==> src/rtl/risc_z_ctrl_fsm.sv <==
// Multi-cycle control FSM for the RISC-Z 16-bit CPU.
// Sequences fetch/decode/exec/mem/writeback over one shared req/ack memory port
// and drives the datapath enables. Outputs are decoded from state and instr.
// Optional build macro: MEM_TIMEOUT_EN adds a memory wait watchdog and FAULT state.
module risc_z_ctrl_fsm #(
    parameter int unsigned TIMEOUT_CYCLES = 15
) (
    input  logic        clk,
    input  logic        rst,
    input  logic [15:0] instr,
    input  logic        zero,
    input  logic        mem_ack,
    output logic        mem_req,
    output logic        mem_we,
    output logic        addr_sel,
    output logic        ir_we,
    output logic        pc_we,
    output logic        pc_src,
    output logic [1:0]  sign_op,
    output logic        alu_src_imm,
    output logic        reg_we,
    output logic        wb_sel,
    output logic        illegal,
    output logic        halted,
    output logic        fault
);

    localparam logic [3:0] op_nop  = 4'h0;
    localparam logic [3:0] op_add  = 4'h1;
    localparam logic [3:0] op_addi = 4'h2;
    localparam logic [3:0] op_lw   = 4'h3;
    localparam logic [3:0] op_sw   = 4'h4;
    localparam logic [3:0] op_li   = 4'h5;
    localparam logic [3:0] op_beq  = 4'h6;
    localparam logic [3:0] op_jmp  = 4'h7;
    localparam logic [3:0] op_halt = 4'hF;

    typedef enum logic [2:0] {
        st_fetch,
        st_decode,
        st_exec,
        st_mem,
        st_wb,
`ifdef MEM_TIMEOUT_EN
        st_halt,
        st_fault
`else
        st_halt
`endif
    } state_t;

    state_t     state;
    state_t     state_n;
    logic [3:0] opcode;
    logic [1:0] dec_sign;
    logic       dec_imm;
    logic       dec_illegal;
    logic       timeout_hit;

    assign opcode = instr[15:12];

    // Only the opcode steers the FSM; operand fields belong to the datapath.
    logic unused_bits;
    assign unused_bits = &{1'b0, instr[11:0], (TIMEOUT_CYCLES != 0)};

`ifdef MEM_TIMEOUT_EN
    localparam int unsigned CW = ($clog2(TIMEOUT_CYCLES + 1) > 4) ? $clog2(TIMEOUT_CYCLES + 1) : 4;
    logic [CW-1:0] wait_cnt;

    // Wait counter: cleared on any state change, counts unacknowledged request cycles.
    always_ff @(posedge clk) begin
        if (rst) begin
            wait_cnt <= '0;
        end else if (state_n != state) begin
            wait_cnt <= '0;
        end else if (mem_req && !mem_ack) begin
            wait_cnt <= wait_cnt + CW'(1);
        end
    end

    assign timeout_hit = (wait_cnt == CW'(TIMEOUT_CYCLES - 1));
`else
    assign timeout_hit = 1'b0;
`endif

    // State register.
    always_ff @(posedge clk) begin
        if (rst) begin
            state <= st_fetch;
        end else begin
            state <= state_n;
        end
    end

    // Opcode decode: immediate format, ALU B source and legality.
    always_comb begin
        dec_sign    = 2'd0;
        dec_imm     = 1'b0;
        dec_illegal = 1'b0;
        case (opcode)
            op_nop, op_add, op_jmp, op_halt: ;
            op_addi: begin dec_sign = 2'd1; dec_imm = 1'b1; end
            op_lw:   begin dec_sign = 2'd2; dec_imm = 1'b1; end
            op_sw:   begin dec_sign = 2'd2; dec_imm = 1'b1; end
            op_li:   begin dec_sign = 2'd3; dec_imm = 1'b1; end
            op_beq:  dec_sign = 2'd3;
            default: dec_illegal = 1'b1;
        endcase
    end

    // Next-state and output decode; reset forces every output low.
    always_comb begin
        state_n     = state;
        mem_req     = 1'b0;
        mem_we      = 1'b0;
        addr_sel    = 1'b0;
        ir_we       = 1'b0;
        pc_we       = 1'b0;
        pc_src      = 1'b0;
        sign_op     = 2'd0;
        alu_src_imm = 1'b0;
        reg_we      = 1'b0;
        wb_sel      = 1'b0;
        illegal     = 1'b0;
        halted      = 1'b0;
        fault       = 1'b0;
        case (state)
            st_fetch: begin
                mem_req = 1'b1;
                if (mem_ack) begin
                    ir_we   = 1'b1;
                    pc_we   = 1'b1;
                    state_n = st_decode;
                end else if (timeout_hit) begin
`ifdef MEM_TIMEOUT_EN
                    state_n = st_fault;
`endif
                end
            end
            st_decode: begin
                sign_op     = dec_sign;
                alu_src_imm = dec_imm;
                illegal     = dec_illegal;
                state_n     = st_exec;
            end
            st_exec: begin
                sign_op     = dec_sign;
                alu_src_imm = dec_imm;
                case (opcode)
                    op_add, op_addi, op_li: state_n = st_wb;
                    op_lw, op_sw:           state_n = st_mem;
                    op_jmp: begin
                        pc_we   = 1'b1;
                        pc_src  = 1'b1;
                        state_n = st_fetch;
                    end
                    op_beq: begin
                        pc_we   = zero;
                        pc_src  = 1'b1;
                        state_n = st_fetch;
                    end
                    op_halt: state_n = st_halt;
                    default: state_n = st_fetch;
                endcase
            end
            st_mem: begin
                mem_req     = 1'b1;
                addr_sel    = 1'b1;
                mem_we      = (opcode == op_sw);
                sign_op     = dec_sign;
                alu_src_imm = dec_imm;
                if (mem_ack) begin
                    state_n = (opcode == op_lw) ? st_wb : st_fetch;
                end else if (timeout_hit) begin
`ifdef MEM_TIMEOUT_EN
                    state_n = st_fault;
`endif
                end
            end
            st_wb: begin
                reg_we      = 1'b1;
                wb_sel      = (opcode == op_lw);
                sign_op     = dec_sign;
                alu_src_imm = dec_imm;
                state_n     = st_fetch;
            end
            st_halt: halted = 1'b1;
`ifdef MEM_TIMEOUT_EN
            st_fault: fault = 1'b1;
`endif
            default: state_n = st_fetch;
        endcase
        if (rst) begin
            mem_req     = 1'b0;
            mem_we      = 1'b0;
            addr_sel    = 1'b0;
            ir_we       = 1'b0;
            pc_we       = 1'b0;
            pc_src      = 1'b0;
            sign_op     = 2'd0;
            alu_src_imm = 1'b0;
            reg_we      = 1'b0;
            wb_sel      = 1'b0;
            illegal     = 1'b0;
            halted      = 1'b0;
            fault       = 1'b0;
        end
    end

endmodule

==> config.mk <==
export PLATFORM = sky130hd
export DESIGN_NAME = risc_z_ctrl_fsm
export DESIGN_NICKNAME = d
export VERILOG_FILES = /design/src/rtl/risc_z_ctrl_fsm.sv
export SDC_FILE = /design/constraint.sdc
export NUM_CORES = 1
export LEC_CHECK = 0
export ABC_AREA = 1
export BUFFER_PORTS_ARGS = -buffer_cell sky130_fd_sc_hd__buf_2
export CORE_MARGIN = 4
export CORE_UTILIZATION = 34
export DETAILED_ROUTE_END_ITERATION = 6
export GPL_ROUTABILITY_DRIVEN = 0
export HOLD_SLACK_MARGIN = 0.03
export PLACE_DENSITY_LB_ADDON = 0.15
export SETUP_SLACK_MARGIN = 0.4
export SLEW_MARGIN = 5
export SYNTH_ARGS = -nofsm -noshare
export SYNTH_HDL_FRONTEND = slang
export SYNTH_SLANG_ARGS = --single-unit
==> constraint.sdc <==
create_clock -name clk -period 1.05 [get_ports clk]
set_clock_uncertainty 0.1 [all_clocks]
set_input_delay 0.105 -clock clk [delete_from_list [all_inputs] [get_ports clk]]
set_output_delay 0.105 -clock clk [all_outputs]
set_load 0.01 [all_outputs]
==> qor.yml <==
clock_network:
  cts-root-buf: "clkbuf_4"
  ctsHtreeMaxLevel: 1
  numClockSinks: 3
  clock_latency_ns: 0.24
  numCtsBuffers: 3
  cts_hold_buf: 0
  cts_tree: "built"
  clk_pin_slew_worst_paths_ns: 0.04
  cts_buffer_depth: 2
worst_setup_path:
  crit_slowest_cell: "dfxtp_4"
  end_kind: "output port"
  reg2reg_slack_ns: -0.27
  r2r_cells: 9
  r2r-start: "state[0]"
  arrival_ns: 1.31
  cp_slowest_stage_delay_ns: 0.36
  crit_path_max_fanout: 5
  critPathKind: "flip-flop to output port"
  worstSetupStartpoint: "state[1]"
  start_kind: "flip-flop"
  crit_path_cell_trace: "nor2_4, xor2_2, nor2_2, inv_2, a21oi_2, buf_2"
  r2r-end: "state[2]"
  required_ns: 0.84
synthesis:
  syn_inst: 87
  ys_seq_elements: 3
  yosysWarningCount: 0
  synth.distinct_cells: 20
  syn_area_per_cell_um2: 5.09
  synth_area_um2: 443
  ys_seq_area_frac: 0.136
  syn_nets: 107
flow_run:
  maxCapViolations: 0
floorplanning:
  start_util: 0.378
  die_y_um: 44.1
  io-pin-count: 34
  num_rows: 12
  die-width_um: 44.1
  coreArea_mm2: 0.00117
  die-area_mm2: 0.00194
sta:
  post-route-period-util: 1.44
  hold_viol_final: 0
  whs_ns: 0.119
  layout_setup_ws_ns: -0.462
  rsz0062_at_grt: "true"
  fin_crit_ns: 1.51
  report.final.setup_viol: 16
  fmax_mhz: 661
  drv_slew: 0
grt:
  grt_pass1_vias: 698
  grt_pass1_wl_mm: 2.86
  antenna_found_initial: 0
  globalRoute.totalOverflow: 0
  use_met3: 0.0488
  track_usage: 0.196
  grt_use_met1: 0.245
  use_met2: 0.314
  grt_busiest_layer: "met2"
  grt_max_degree: 10
power_and_ir_drop:
  p_per_area_mw_per_mm2: 850
  ir_drop_uv: 502
  p_total_mw: 0.770
  p_leak_nw: 0.481
drt:
  num_vias: 712
  post-route-drc-count: 0
  vias_per_cell: 4.88
  drt_iter0_drc: 26
  drtAntennaViolNets: 0
  drt_first_pass_iters: 4
  wl_per_cell_um: 12.3
  wirelength_mm: 1.79
finish:
  fillerInstances: 90
  multi_input_area_um2: 434
  seq_area_um2: 71.3
  top_regs: "state (3)"
  final_nets: 153
  antenna_cells: 0
  largest_reg_flops: 3
  area_growth_pct: 105
  layout_common_cells: "buf_4, nand2_1, buf_2, nor2_1"
  regMostFlops: "state"
  layout_commonest_cell: "buf_4"
  drive_above_1_share: 0.614
  fin_util: 0.774
min_path:
  hp-class: "input port to flip-flop"
  whs_endpoint: "state[1]"
  hold_path_depth: 2
  hp-start: "rst"
run_status:
  outcome: "finished with violations"
  violations: "setup timing"
placement:
  hpwl_mm: 1.31
  port_buffers: 20
==> Yosys cell counts <==
cell | n | area (um2)
nor3_1 | 4 | 20.0
buf_4 | 1 | 7.51
nor2_1 | 19 | 71.3
a21oi_1 | 7 | 35.0
or2_1 | 1 | 6.26
o2111ai_1 | 1 | 8.76
nor2_2 | 2 | 12.5
o21ai_0 | 2 | 10.0
inv_1 | 12 | 45.0
xor2_1 | 1 | 8.76
conb_1 | 1 | 3.75
nand4_1 | 1 | 6.26
nor4_1 | 1 | 6.26
nor3_4 | 1 | 16.3
nand3_1 | 5 | 25.0
nand3_2 | 1 | 10.0
dfxtp_1 | 3 | 60.1
inv_2 | 2 | 7.51
nand2_1 | 21 | 78.8
clkbuf_1 | 1 | 3.75
==> how the worst max path moves through the flow <==
stage	to	slack (ns)	depth (start not counted)
final	sign_op[1]	-0.46	6
after global routing	sign_op[1]	-0.54	6
after CTS	pc_we	-0.45	4
after detailed placement	sign_op[1]	-0.19	6
after global placement	sign_op[1]	-0.21	6
after floorplan	pc_we	-0.06	4
==> stage by stage <==
step                std cells  setup slack, ns  cell area [um2]  TNS [ns]
floorplan                  87          -0.0578              522    -0.286
global placement          138           -0.205              771     -1.80
detailed placement        138           -0.193              771     -2.02
CTS                       143           -0.447              848     -5.14
global route              146           -0.536              906     -7.13
finish                    146           -0.462              906     -5.92
==> worst max-delay path, delay by kind of cell, from the launching register on <==
family / cells / cell delay (ns)
AOI/OAI and AO/OA: 1 / 0.10
DFF: 1 / 0.36
and+or+nand+nor: 2 / 0.32
buffers and inverters: 2 / 0.20
xor gates and xnor gates: 1 / 0.09
==> per-layer routing <==
layer / vias to the layer above / share of wire
met3: 6 / 0.047
met1: 317 / 0.43
met5: - / 0
met4: 0 / 0.023
li1: 364 / -
met2: 25 / 0.49
==> cells by family (layout without fill, tap and decap cells) <==
group / count (synthesis) / after routing / share of synthesized area
AND/OR/NAND/NOR: 56 / 56 / 0.571
buffers and inverters: 16 / 61 / 0.144
AO/OA/AOI/OAI: 10 / 10 / 0.121
flip-flops: 3 / 3 / 0.136
other: 1 / 1 / 0.00847
XOR/XNOR: 1 / 1 / 0.0198
==> layout make-up <==
| cell class | instances | share of cell area |
|---|---|---|
| well taps | 14 | 0.0193 |
| inverters | 14 | 0.0663 |
| repair buffers | 43 | 0.327 |
| flip-flops and latches | 3 | 0.0787 |
| multi-input cells | 68 | 0.479 |
| clock buffers | 4 | 0.0290 |
==> power breakdown <==
part / switching, mW / internal, mW
clock network: 0.0657 / 0.143
registers: 0.0211 / 0.125
logic: 0.228 / 0.187
==> timing repair <==
| action | CTS | global route |
|---|---|---|
| pin swaps | 2 | 5 |
| gates resized for setup | 11 | 11 |
| endpoints found under the hold margin | 0 | 0 |
| buffers inserted | 1 | 3 |
| endpoints found under the setup margin | 16 | 16 |
No activity file was read; power rests on OpenSTA's default activity.
